==> src/rtl/multicycle_control_fsm.sv <==
// Main sequencer for the multi-cycle RISC-V core: steps the shared ALU, memory port,
// IR and PC through fetch/decode/execute/memory/writeback with a memory-ready handshake.
module multicycle_control_fsm #(
  parameter bit HALT_ON_ILLEGAL = 1'b1,
  parameter int STATE_W         = 4
) (
  input  logic               clk,
  input  logic               reset,
  input  logic [6:0]         op,
  input  logic               zero,
  input  logic               mem_ready,
  output logic [1:0]         ALUOp,
  output logic [1:0]         ALUSrcA,
  output logic [1:0]         ALUSrcB,
  output logic [1:0]         ResultSrc,
  output logic [1:0]         ImmSrc,
  output logic               AdrSrc,
  output logic               IRWrite,
  output logic               PCWrite,
  output logic               RegWrite,
  output logic               MemWrite,
  output logic               illegal_instr,
  output logic               instr_done,
  output logic [STATE_W-1:0] state_dbg
);

  localparam logic [6:0] OP_LW  = 7'b0000011;
  localparam logic [6:0] OP_SW  = 7'b0100011;
  localparam logic [6:0] OP_R   = 7'b0110011;
  localparam logic [6:0] OP_I   = 7'b0010011;
  localparam logic [6:0] OP_JAL = 7'b1101111;
  localparam logic [6:0] OP_BEQ = 7'b1100011;

  typedef enum logic [STATE_W-1:0] {
    FETCH    = STATE_W'(0),
    DECODE   = STATE_W'(1),
    MEMADR   = STATE_W'(2),
    MEMREAD  = STATE_W'(3),
    MEMWB    = STATE_W'(4),
    MEMWRITE = STATE_W'(5),
    EXECUTER = STATE_W'(6),
    ALUWB    = STATE_W'(7),
    EXECUTEI = STATE_W'(8),
    JAL      = STATE_W'(9),
    BEQ      = STATE_W'(10),
    TRAP     = STATE_W'(11)
  } state_t;

  state_t state, state_next;
  logic   pc_update, branch, ir_write, reg_write, mem_write, done;

  always_ff @(posedge clk) begin
    // NOTE: state flops use non-blocking assignment so they all sample pre-edge values.
    if (reset) state <= FETCH;
    else       state <= state_next;
  end

  always_comb begin
    // NOTE: every output gets a default first so no path through the case infers a latch.
    state_next    = FETCH;
    ALUOp         = 2'b00;
    ALUSrcA       = 2'b00;
    ALUSrcB       = 2'b00;
    ResultSrc     = 2'b00;
    AdrSrc        = 1'b0;
    pc_update     = 1'b0;
    branch        = 1'b0;
    ir_write      = 1'b0;
    reg_write     = 1'b0;
    mem_write     = 1'b0;
    done          = 1'b0;
    illegal_instr = 1'b0;
    case (state)
      FETCH: begin
        ALUSrcB   = 2'b10;
        ResultSrc = 2'b10;
        // Hold every enable until the fetch completes so the PC advances exactly once.
        if (mem_ready) begin
          ir_write   = 1'b1;
          pc_update  = 1'b1;
          state_next = DECODE;
        end else begin
          state_next = FETCH;
        end
      end
      DECODE: begin
        ALUSrcA = 2'b01;
        ALUSrcB = 2'b01;
        case (op)
          OP_LW, OP_SW: state_next = MEMADR;
          OP_R:         state_next = EXECUTER;
          OP_I:         state_next = EXECUTEI;
          OP_JAL:       state_next = JAL;
          OP_BEQ:       state_next = BEQ;
          default:      state_next = HALT_ON_ILLEGAL ? TRAP : FETCH;
        endcase
      end
      MEMADR: begin
        ALUSrcA    = 2'b10;
        ALUSrcB    = 2'b01;
        state_next = (op == OP_LW) ? MEMREAD : MEMWRITE;
      end
      MEMREAD: begin
        AdrSrc     = 1'b1;
        state_next = mem_ready ? MEMWB : MEMREAD;
      end
      MEMWB: begin
        ResultSrc = 2'b01;
        reg_write = 1'b1;
        done      = 1'b1;
      end
      MEMWRITE: begin
        AdrSrc    = 1'b1;
        mem_write = 1'b1;
        if (mem_ready) done = 1'b1;
        else           state_next = MEMWRITE;
      end
      EXECUTER: begin
        ALUSrcA    = 2'b10;
        ALUOp      = 2'b10;
        state_next = ALUWB;
      end
      EXECUTEI: begin
        ALUSrcA    = 2'b10;
        ALUSrcB    = 2'b01;
        ALUOp      = 2'b10;
        state_next = ALUWB;
      end
      ALUWB: begin
        reg_write = 1'b1;
        done      = 1'b1;
      end
      JAL: begin
        // PC takes the target from ALUOut while the ALU forms OldPC+4 for the link.
        ALUSrcA    = 2'b01;
        ALUSrcB    = 2'b10;
        pc_update  = 1'b1;
        state_next = ALUWB;
      end
      BEQ: begin
        ALUSrcA = 2'b10;
        ALUOp   = 2'b01;
        branch  = 1'b1;
        done    = 1'b1;
      end
      TRAP: begin
        illegal_instr = 1'b1;
        state_next    = TRAP;
      end
      default: state_next = FETCH;
    endcase
  end

  always_comb begin
    case (op)
      OP_SW:   ImmSrc = 2'b01;
      OP_BEQ:  ImmSrc = 2'b10;
      OP_JAL:  ImmSrc = 2'b11;
      default: ImmSrc = 2'b00;
    endcase
  end

  // Reset suppresses every side effect on the datapath in the cycle it is applied.
  assign IRWrite    = ir_write & ~reset;
  assign PCWrite    = (pc_update | (branch & zero)) & ~reset;
  assign RegWrite   = reg_write & ~reset;
  assign MemWrite   = mem_write & ~reset;
  assign instr_done = done & ~reset;
  assign state_dbg  = state;

endmodule

==> config.mk <==
export PLATFORM = sky130hd
export DESIGN_NAME = multicycle_control_fsm
export DESIGN_NICKNAME = d
export VERILOG_FILES = /design/src/rtl/multicycle_control_fsm.sv
export SDC_FILE = /design/constraint.sdc
export NUM_CORES = 1
export LEC_CHECK = 0
export CAP_MARGIN = 20
export CORE_MARGIN = 2
export CORE_UTILIZATION = 39
export CTS_CLUSTER_DIAMETER = 120
export DETAILED_ROUTE_END_ITERATION = 7
export PLACE_DENSITY = 0.77
export SYNTH_ARGS = -nofsm -noshare
export SYNTH_HDL_FRONTEND = slang
export SYNTH_SLANG_ARGS = --single-unit
==> constraint.sdc <==
create_clock -name clk -period 2 [get_ports clk]
set_clock_uncertainty 0.1 [all_clocks]
set_input_delay 0.6 -clock clk [delete_from_list [all_inputs] [get_ports clk]]
set_output_delay 0.6 -clock clk [all_outputs]
set_load 0.02 [all_outputs]
==> results of run 1 <==
area by class of cell:
class / instances / area share, %
timing repair buffer: 68 / 41.2
tap: 16 / 1.50
inverter: 1 / 0.281
sequential: 4 / 6.93
multi-input combinational: 75 / 48.4
clock buffer: 3 / 1.69
worst register-to-register path, delay by kind of cell (launching register included):
kind | cells | cell delay [ps]
AND/OR/NAND/NOR | 2 | 570
buffers and inverters | 1 | 170
flip-flops | 1 | 460
AO/OA/AOI/OAI | 2 | 420
how the worst min path moves through the flow:
| stage | start | endpoint | slack [ps] | cells past startpoint |
|---|---|---|---|---|
| finish | state_dbg[3]$_SDFF_PP0_ | state_dbg[3]$_SDFF_PP0_ | 640 | 3 |
| global route | state_dbg[3]$_SDFF_PP0_ | state_dbg[3]$_SDFF_PP0_ | 640 | 3 |
| CTS | state_dbg[1]$_SDFF_PP0_ | state_dbg[3]$_SDFF_PP0_ | 600 | 3 |
| detailed placement | state_dbg[1]$_SDFF_PP0_ | state_dbg[3]$_SDFF_PP0_ | 570 | 3 |
| global placement | state_dbg[1]$_SDFF_PP0_ | state_dbg[3]$_SDFF_PP0_ | 580 | 3 |
| floorplan | op[4] | state_dbg[1]$_SDFF_PP0_ | 700 | 3 |
placed cells by master, fill, tap and decap left out, drive strengths merged, types with 2 or more instances in the layout:
cell	synthesis	routed
nor2b	4	4
nor3b	3	3
o22ai	2	2
a21oi	9	9
a211oi	2	2
and3b	2	2
clkbuf	2	6
nor4	2	2
buf	6	60
dfxtp	4	4
nand3b	2	2
o21ai	2	2
nand2	6	6
nand2b	7	7
nor3	5	5
or2	4	4
dlygate4sd2	0	5
xnor2	3	3
nor2	7	7
metal layers:
| layer | routed length (µm) | up-vias |
|---|---|---|
| met5 | 0 | - |
| met4 | 72 | 0 |
| met3 | 197 | 9 |
| met2 | 1560 | 68 |
| met1 | 1160 | 474 |
| li1 | - | 452 |
metrics by stage:
step | setup slack [ps] | setup TNS [ps] | power (mW)
after floorplan | -140 | -187 | 0.880
after global placement | -943 | -7990 | 1.37
after detailed placement | -963 | -8470 | 1.40
after CTS | -112 | -436 | 1.49
after global routing | -166 | -654 | 1.84
final | -116 | -290 | 1.77
kinds of logic after synthesis:
kind of cell	count (synthesis)
and+or+nand+nor	48
DFF	4
xor gates and xnor gates	4
buffers and inverters	9
AOI/OAI and AO/OA	23
power breakdown:
group / total [mW] / switching [mW] / internal (mW)
Combinational: 1.43 / 0.715 / 0.714
Sequential: 0.225 / 0.102 / 0.123
Clock: 0.112 / 0.0439 / 0.0678
what timing repair did:
item,4_1_cts,5_1_grt
endpoints found under the hold margin,0,0
gates resized for setup,126,32
hold buffers,0,0
setup endpoints to repair,22,17
buffers inserted,3,5
pin swaps,9,6
==> results.sh, run 1 <==
export IMPL_crit_slowest_cell="dfxtp_4"
export IMPL_cts_num_sinks=4
export IMPL_setup_violations=6
export IMPL_num_vias=1003
export IMPL_synth_top_area_share_pct=12.8
export IMPL_drive_above_1_share_pct=67.5
export IMPL_rsz0062_at_grt="yes"
export IMPL_worstSetupEndpointType="output pin"
export IMPL_arrival_ps=1420
export IMPL_ff2ff_path_depth=5
export IMPL_p_per_area_nw_per_um2=1320
export IMPL_cts_buffer_depth=2
export IMPL_setup_ws_ps=-116
export IMPL_final_util_pct=88.7
export IMPL_port_buffers=31
export IMPL_multiInputGateArea_um2=647
export IMPL_critPathMaxFanout=9
export IMPL_r2r_setup_slack_ps=190
export IMPL_place_congestion=0.790
export IMPL_crit_chain="buf_6, nor4_4, and3b_2, or2_4, buf_6"
export IMPL_critPathLaunchType="register"
export IMPL_synth_adder_area_share_pct=0
export IMPL_crit_cells=5
export IMPL_synthTopCellsByArea="dfxtp_1 13%, a21oi_1 7.2%, nand2b_1 7.0%"
export IMPL_area_growth_pct=114
export IMPL_synth_xor_area_share_pct=5.61
export IMPL_h_tree_depth=1
export IMPL_largest_reg_flops=4
export IMPL_dr_pass1_iters=4
export IMPL_fp_coreArea_um2=1510
export IMPL_maxSlewViolCount=0
export IMPL_tightest_slew_ps=541
export IMPL_die_h_um=44.0
export IMPL_fin_crit_sh_pct=106
export IMPL_endpoint="PCWrite"
export IMPL_crit_top_cell="buf_6"
export IMPL_syn_area_um2=624
export IMPL_relSlewSlack_pct=63.6
export IMPL_critPathBufInv=2
export IMPL_syn_area_per_cell_um2=7.09
export IMPL_clkTransAtPathRegs_ps=50
export IMPL_synthSimpleGateAreaFrac_pct=48.9
export IMPL_synth_edf_count=0
export IMPL_regArea_um2=92.6
export IMPL_ys_top_cells_by_count="9 x a21oi_1, 7 x nand2b_1, 7 x nor2_1, 6 x nand2_1"
export IMPL_crit_type="register to output pin"
export IMPL_cpPeakStageDelay_ps=430
export IMPL_grt_max_degree=15
export IMPL_top_usage_layer="met2"
export IMPL_violations="setup timing"
export IMPL_worst_path_dominant_cell_family="simple AND/OR/NAND/NOR gates"
export IMPL_synth_top_family_by_area="simple AND/OR/NAND/NOR gates"
export IMPL_ys_flop_type="dfxtp_1"
export IMPL_drv_cap=0
export IMPL_dieArea_um2=1940
export IMPL_cts_tree="built"
export IMPL_final_cells=167
export IMPL_synth_compound_area_share_pct=25.1
export IMPL_antenna_found_initial=0
export IMPL_start_util_pct=41.4
export IMPL_synth_cell_types=40
export IMPL_met3_usage_pct=4.49
export IMPL_finalHoldWorstSlack_ps=636
export IMPL_reg2reg_from="state_dbg[0]$_SDFF_PP0_"
export IMPL_wl_per_cell_um=17.9
export IMPL_track_usage_pct=28.0
export IMPL_met2_usage_pct=49.4
export IMPL_r2r_end="state_dbg[3]$_SDFF_PP0_"
export IMPL_synth_top_area_cell="dfxtp_1"
export IMPL_cts_root_buf="clkbuf_4"
export IMPL_yosysSeqAreaShare_pct=12.8
export IMPL_min_period_ps=2120
export IMPL_report_final_hold_viol_count=0
export IMPL_synthMostInstantiatedCell="a21oi_1"
export IMPL_ys_warn_count=0
export IMPL_max_vdd_ir_drop_mv=0.780
export IMPL_antenna_cells=0
export IMPL_antenna_left=0
export IMPL_dp_hpwl_um=1680
export IMPL_ys_seq_elements=4
export IMPL_leakage_nw=0.597
export IMPL_crit_required_ps=1300
export IMPL_synth_nets=99
export IMPL_muxShareOfSynthArea_pct=0
export IMPL_drt_total_wl_um=2990
export IMPL_max_freq_mhz=473
export IMPL_grt_first_pass_wirelength_um=4070
export IMPL_layout_nets=164
export IMPL_fp_dieW_um=44.0
export IMPL_drtIter0Drc=48
export IMPL_met1_usage_pct=32.6
export IMPL_fin_area_um2=1340
export IMPL_grt_pass1_vias=914
export IMPL_hold_path_class="register to register"
export IMPL_cts_inserted_buffers=3
export IMPL_via_per_inst=6.01
export IMPL_syn_instance_count=88
export IMPL_drcViolationCount=0
export IMPL_place_area_um2=1200
export IMPL_async_reset_ff_share_pct=0
export IMPL_crit_path_start="state_dbg[1]$_SDFF_PP0_"
export IMPL_grt_overflow_total=0
export IMPL_ios=32
export IMPL_nFillCells=81
export IMPL_num_rows=14
export IMPL_dp_cells=156
export IMPL_status="finished, violations left"
export IMPL_insertion_delay_ps=250
(Power assumes the default switching activity.)
==> inputs of run 2 (changes only) <==
Settings changed: RECOVER_POWER set to 100.
==> run 2 against run 1 <==
Effect of this change: the run still ends with setup timing left; design area shrank 1.4%; routed wire length shrank 1.1%; power shrank 0.95%; first-iteration DRC count grew 6.3%; largest cell class unchanged; non-clock buffer count is the same; sequential power is essentially flat; combinational power is essentially flat; sequential cell count is the same; utilization shrank 1.2 points; critical path type unchanged; clock-buffer cell count is the same; worst hold slack lost 4.3 ps; via count shrank 1.5%.
==> results.sh, run 2 (synthesized netlist as in run 1, its figures left out) <==
export IMPL_violations="setup timing"
export IMPL_fin_crit_sh_pct=106
export IMPL_cts_buffer_depth=2
export IMPL_drv_cap=0
export IMPL_insertion_delay_ps=250
export IMPL_critPathLaunchType="register"
export IMPL_cts_inserted_buffers=3
export IMPL_worstHoldStart="state_dbg[3]$_SDFF_PP0_"
export IMPL_drive_above_1_share_pct=65.6
export IMPL_dp_cells=156
export IMPL_top_usage_layer="met2"
export IMPL_arrival_ps=1420
export IMPL_via_per_inst=5.92
export IMPL_report_final_hold_viol_count=0
export IMPL_largest_reg_flops=4
export IMPL_place_area_um2=1200
export IMPL_mostFrequentLayoutCells="38 x buf_4, 13 x buf_6, 6 x nand2_1, 6 x buf_2"
export IMPL_r2r_setup_slack_ps=190
export IMPL_drt_total_wl_um=2960
export IMPL_max_vdd_ir_drop_mv=0.774
export IMPL_die_h_um=44.0
export IMPL_setup_ws_ps=-116
export IMPL_dr_pass1_iters=4
export IMPL_nFillCells=85
export IMPL_hold_path_end="state_dbg[3]$_SDFF_PP0_"
export IMPL_setup_violations=6
export IMPL_min_period_ps=2120
export IMPL_final_util_pct=87.5
export IMPL_hold_path_depth=3
export IMPL_critPathMaxFanout=9
export IMPL_ff2ff_path_depth=5
export IMPL_p_per_area_nw_per_um2=1330
export IMPL_fp_coreArea_um2=1510
export IMPL_antenna_found_initial=0
export IMPL_tightest_slew_ps=548
export IMPL_drcViolationCount=0
export IMPL_final_common_cell="buf_4"
export IMPL_fin_area_um2=1320
export IMPL_grt_max_degree=15
export IMPL_num_rows=14
export IMPL_start_util_pct=41.4
export IMPL_area_growth_pct=111
export IMPL_dieArea_um2=1940
export IMPL_met1_usage_pct=32.6
export IMPL_hold_path_class="register to register"
export IMPL_rsz0062_at_grt="yes"
export IMPL_place_congestion=0.790
export IMPL_dp_hpwl_um=1680
export IMPL_grt_first_pass_wirelength_um=4070
export IMPL_crit_path_start="state_dbg[1]$_SDFF_PP0_"
export IMPL_finalPower_mw=1.75
export IMPL_track_usage_pct=28.0
export IMPL_ios=32
export IMPL_num_vias=988
export IMPL_crit_required_ps=1300
export IMPL_max_freq_mhz=473
export IMPL_final_cells=167
export IMPL_maxSlewViolCount=0
export IMPL_antenna_left=0
export IMPL_drtIter0Drc=51
export IMPL_regArea_um2=92.6
export IMPL_r2r_end="state_dbg[3]$_SDFF_PP0_"
export IMPL_antenna_cells=0
export IMPL_h_tree_depth=1
export IMPL_grt_pass1_vias=914
export IMPL_reg2reg_from="state_dbg[0]$_SDFF_PP0_"
export IMPL_finalHoldWorstSlack_ps=632
export IMPL_port_buffers=31
export IMPL_clkTransAtPathRegs_ps=40
export IMPL_multiInputGateArea_um2=643
export IMPL_status="finished, violations left"
export IMPL_layout_nets=164
export IMPL_met3_usage_pct=4.49
export IMPL_cts_tree="built"
export IMPL_cts_root_buf="clkbuf_4"
export IMPL_crit_type="register to output pin"
export IMPL_fp_dieW_um=44.0
export IMPL_worstSetupEndpointType="output pin"
export IMPL_wl_per_cell_um=17.7
export IMPL_cts_num_sinks=4
export IMPL_relSlewSlack_pct=63.2
export IMPL_met2_usage_pct=49.4
export IMPL_grt_overflow_total=0
export IMPL_leakage_nw=0.586
## run 2: final cells by class
type	instances	area share (%)
multi-input cells	75	48.8
repair buffers	68	40.6
flip-flops and latches	4	7.03
clock buffers	3	1.71
well taps	16	1.52
inverters	1	0.285
## run 2: critical path: stages (launching register included)
cell     delay, ps
dfxtp_4        430
buf_6          130
nor4_4          30
and3b_2        220
or2_4          220
buf_6          130
## run 2: how the worst max path moves through the flow
| stage | to | slack (ps) | depth (start not counted) |
|---|---|---|---|
| finish | PCWrite | -120 | 5 |
| global placement | ImmSrc[0] | -940 | 4 |
| global route | PCWrite | -170 | 5 |
| detailed placement | ImmSrc[0] | -960 | 4 |
| CTS | instr_done | -110 | 6 |
| floorplan | PCWrite | -140 | 4 |
## run 2: stage by stage
step | setup TNS, ps | setup WS (ps)
5_1_grt | -799 | -166
2_1_floorplan | -187 | -140
6_report | -391 | -116
3_3_place_gp | -7990 | -943
3_5_place_dp | -8470 | -963
4_1_cts | -436 | -112
## run 2: power by group
group	leakage (nW)	switching (mW)	internal [mW]
combinational	0.537	0.707	0.708
clock	0.0138	0.0414	0.0677
sequential	0.0353	0.102	0.123
## run 2: metal layers
metal	share of wire, %	up-vias
met2	52	67
met1	37	459
met5	0	-
met4	2.9	0
li1	-	450
met3	7.7	12
## run 2: what timing repair did
| action | in CTS | in global routing |
|---|---|---|
| gates resized for setup | 126 | 32 |
| buffers inserted | 3 | 5 |
| hold buffers | 0 | 0 |
| cloned | 0 | 0 |
| pin swaps | 9 | 6 |
| setup endpoints to repair | 22 | 17 |
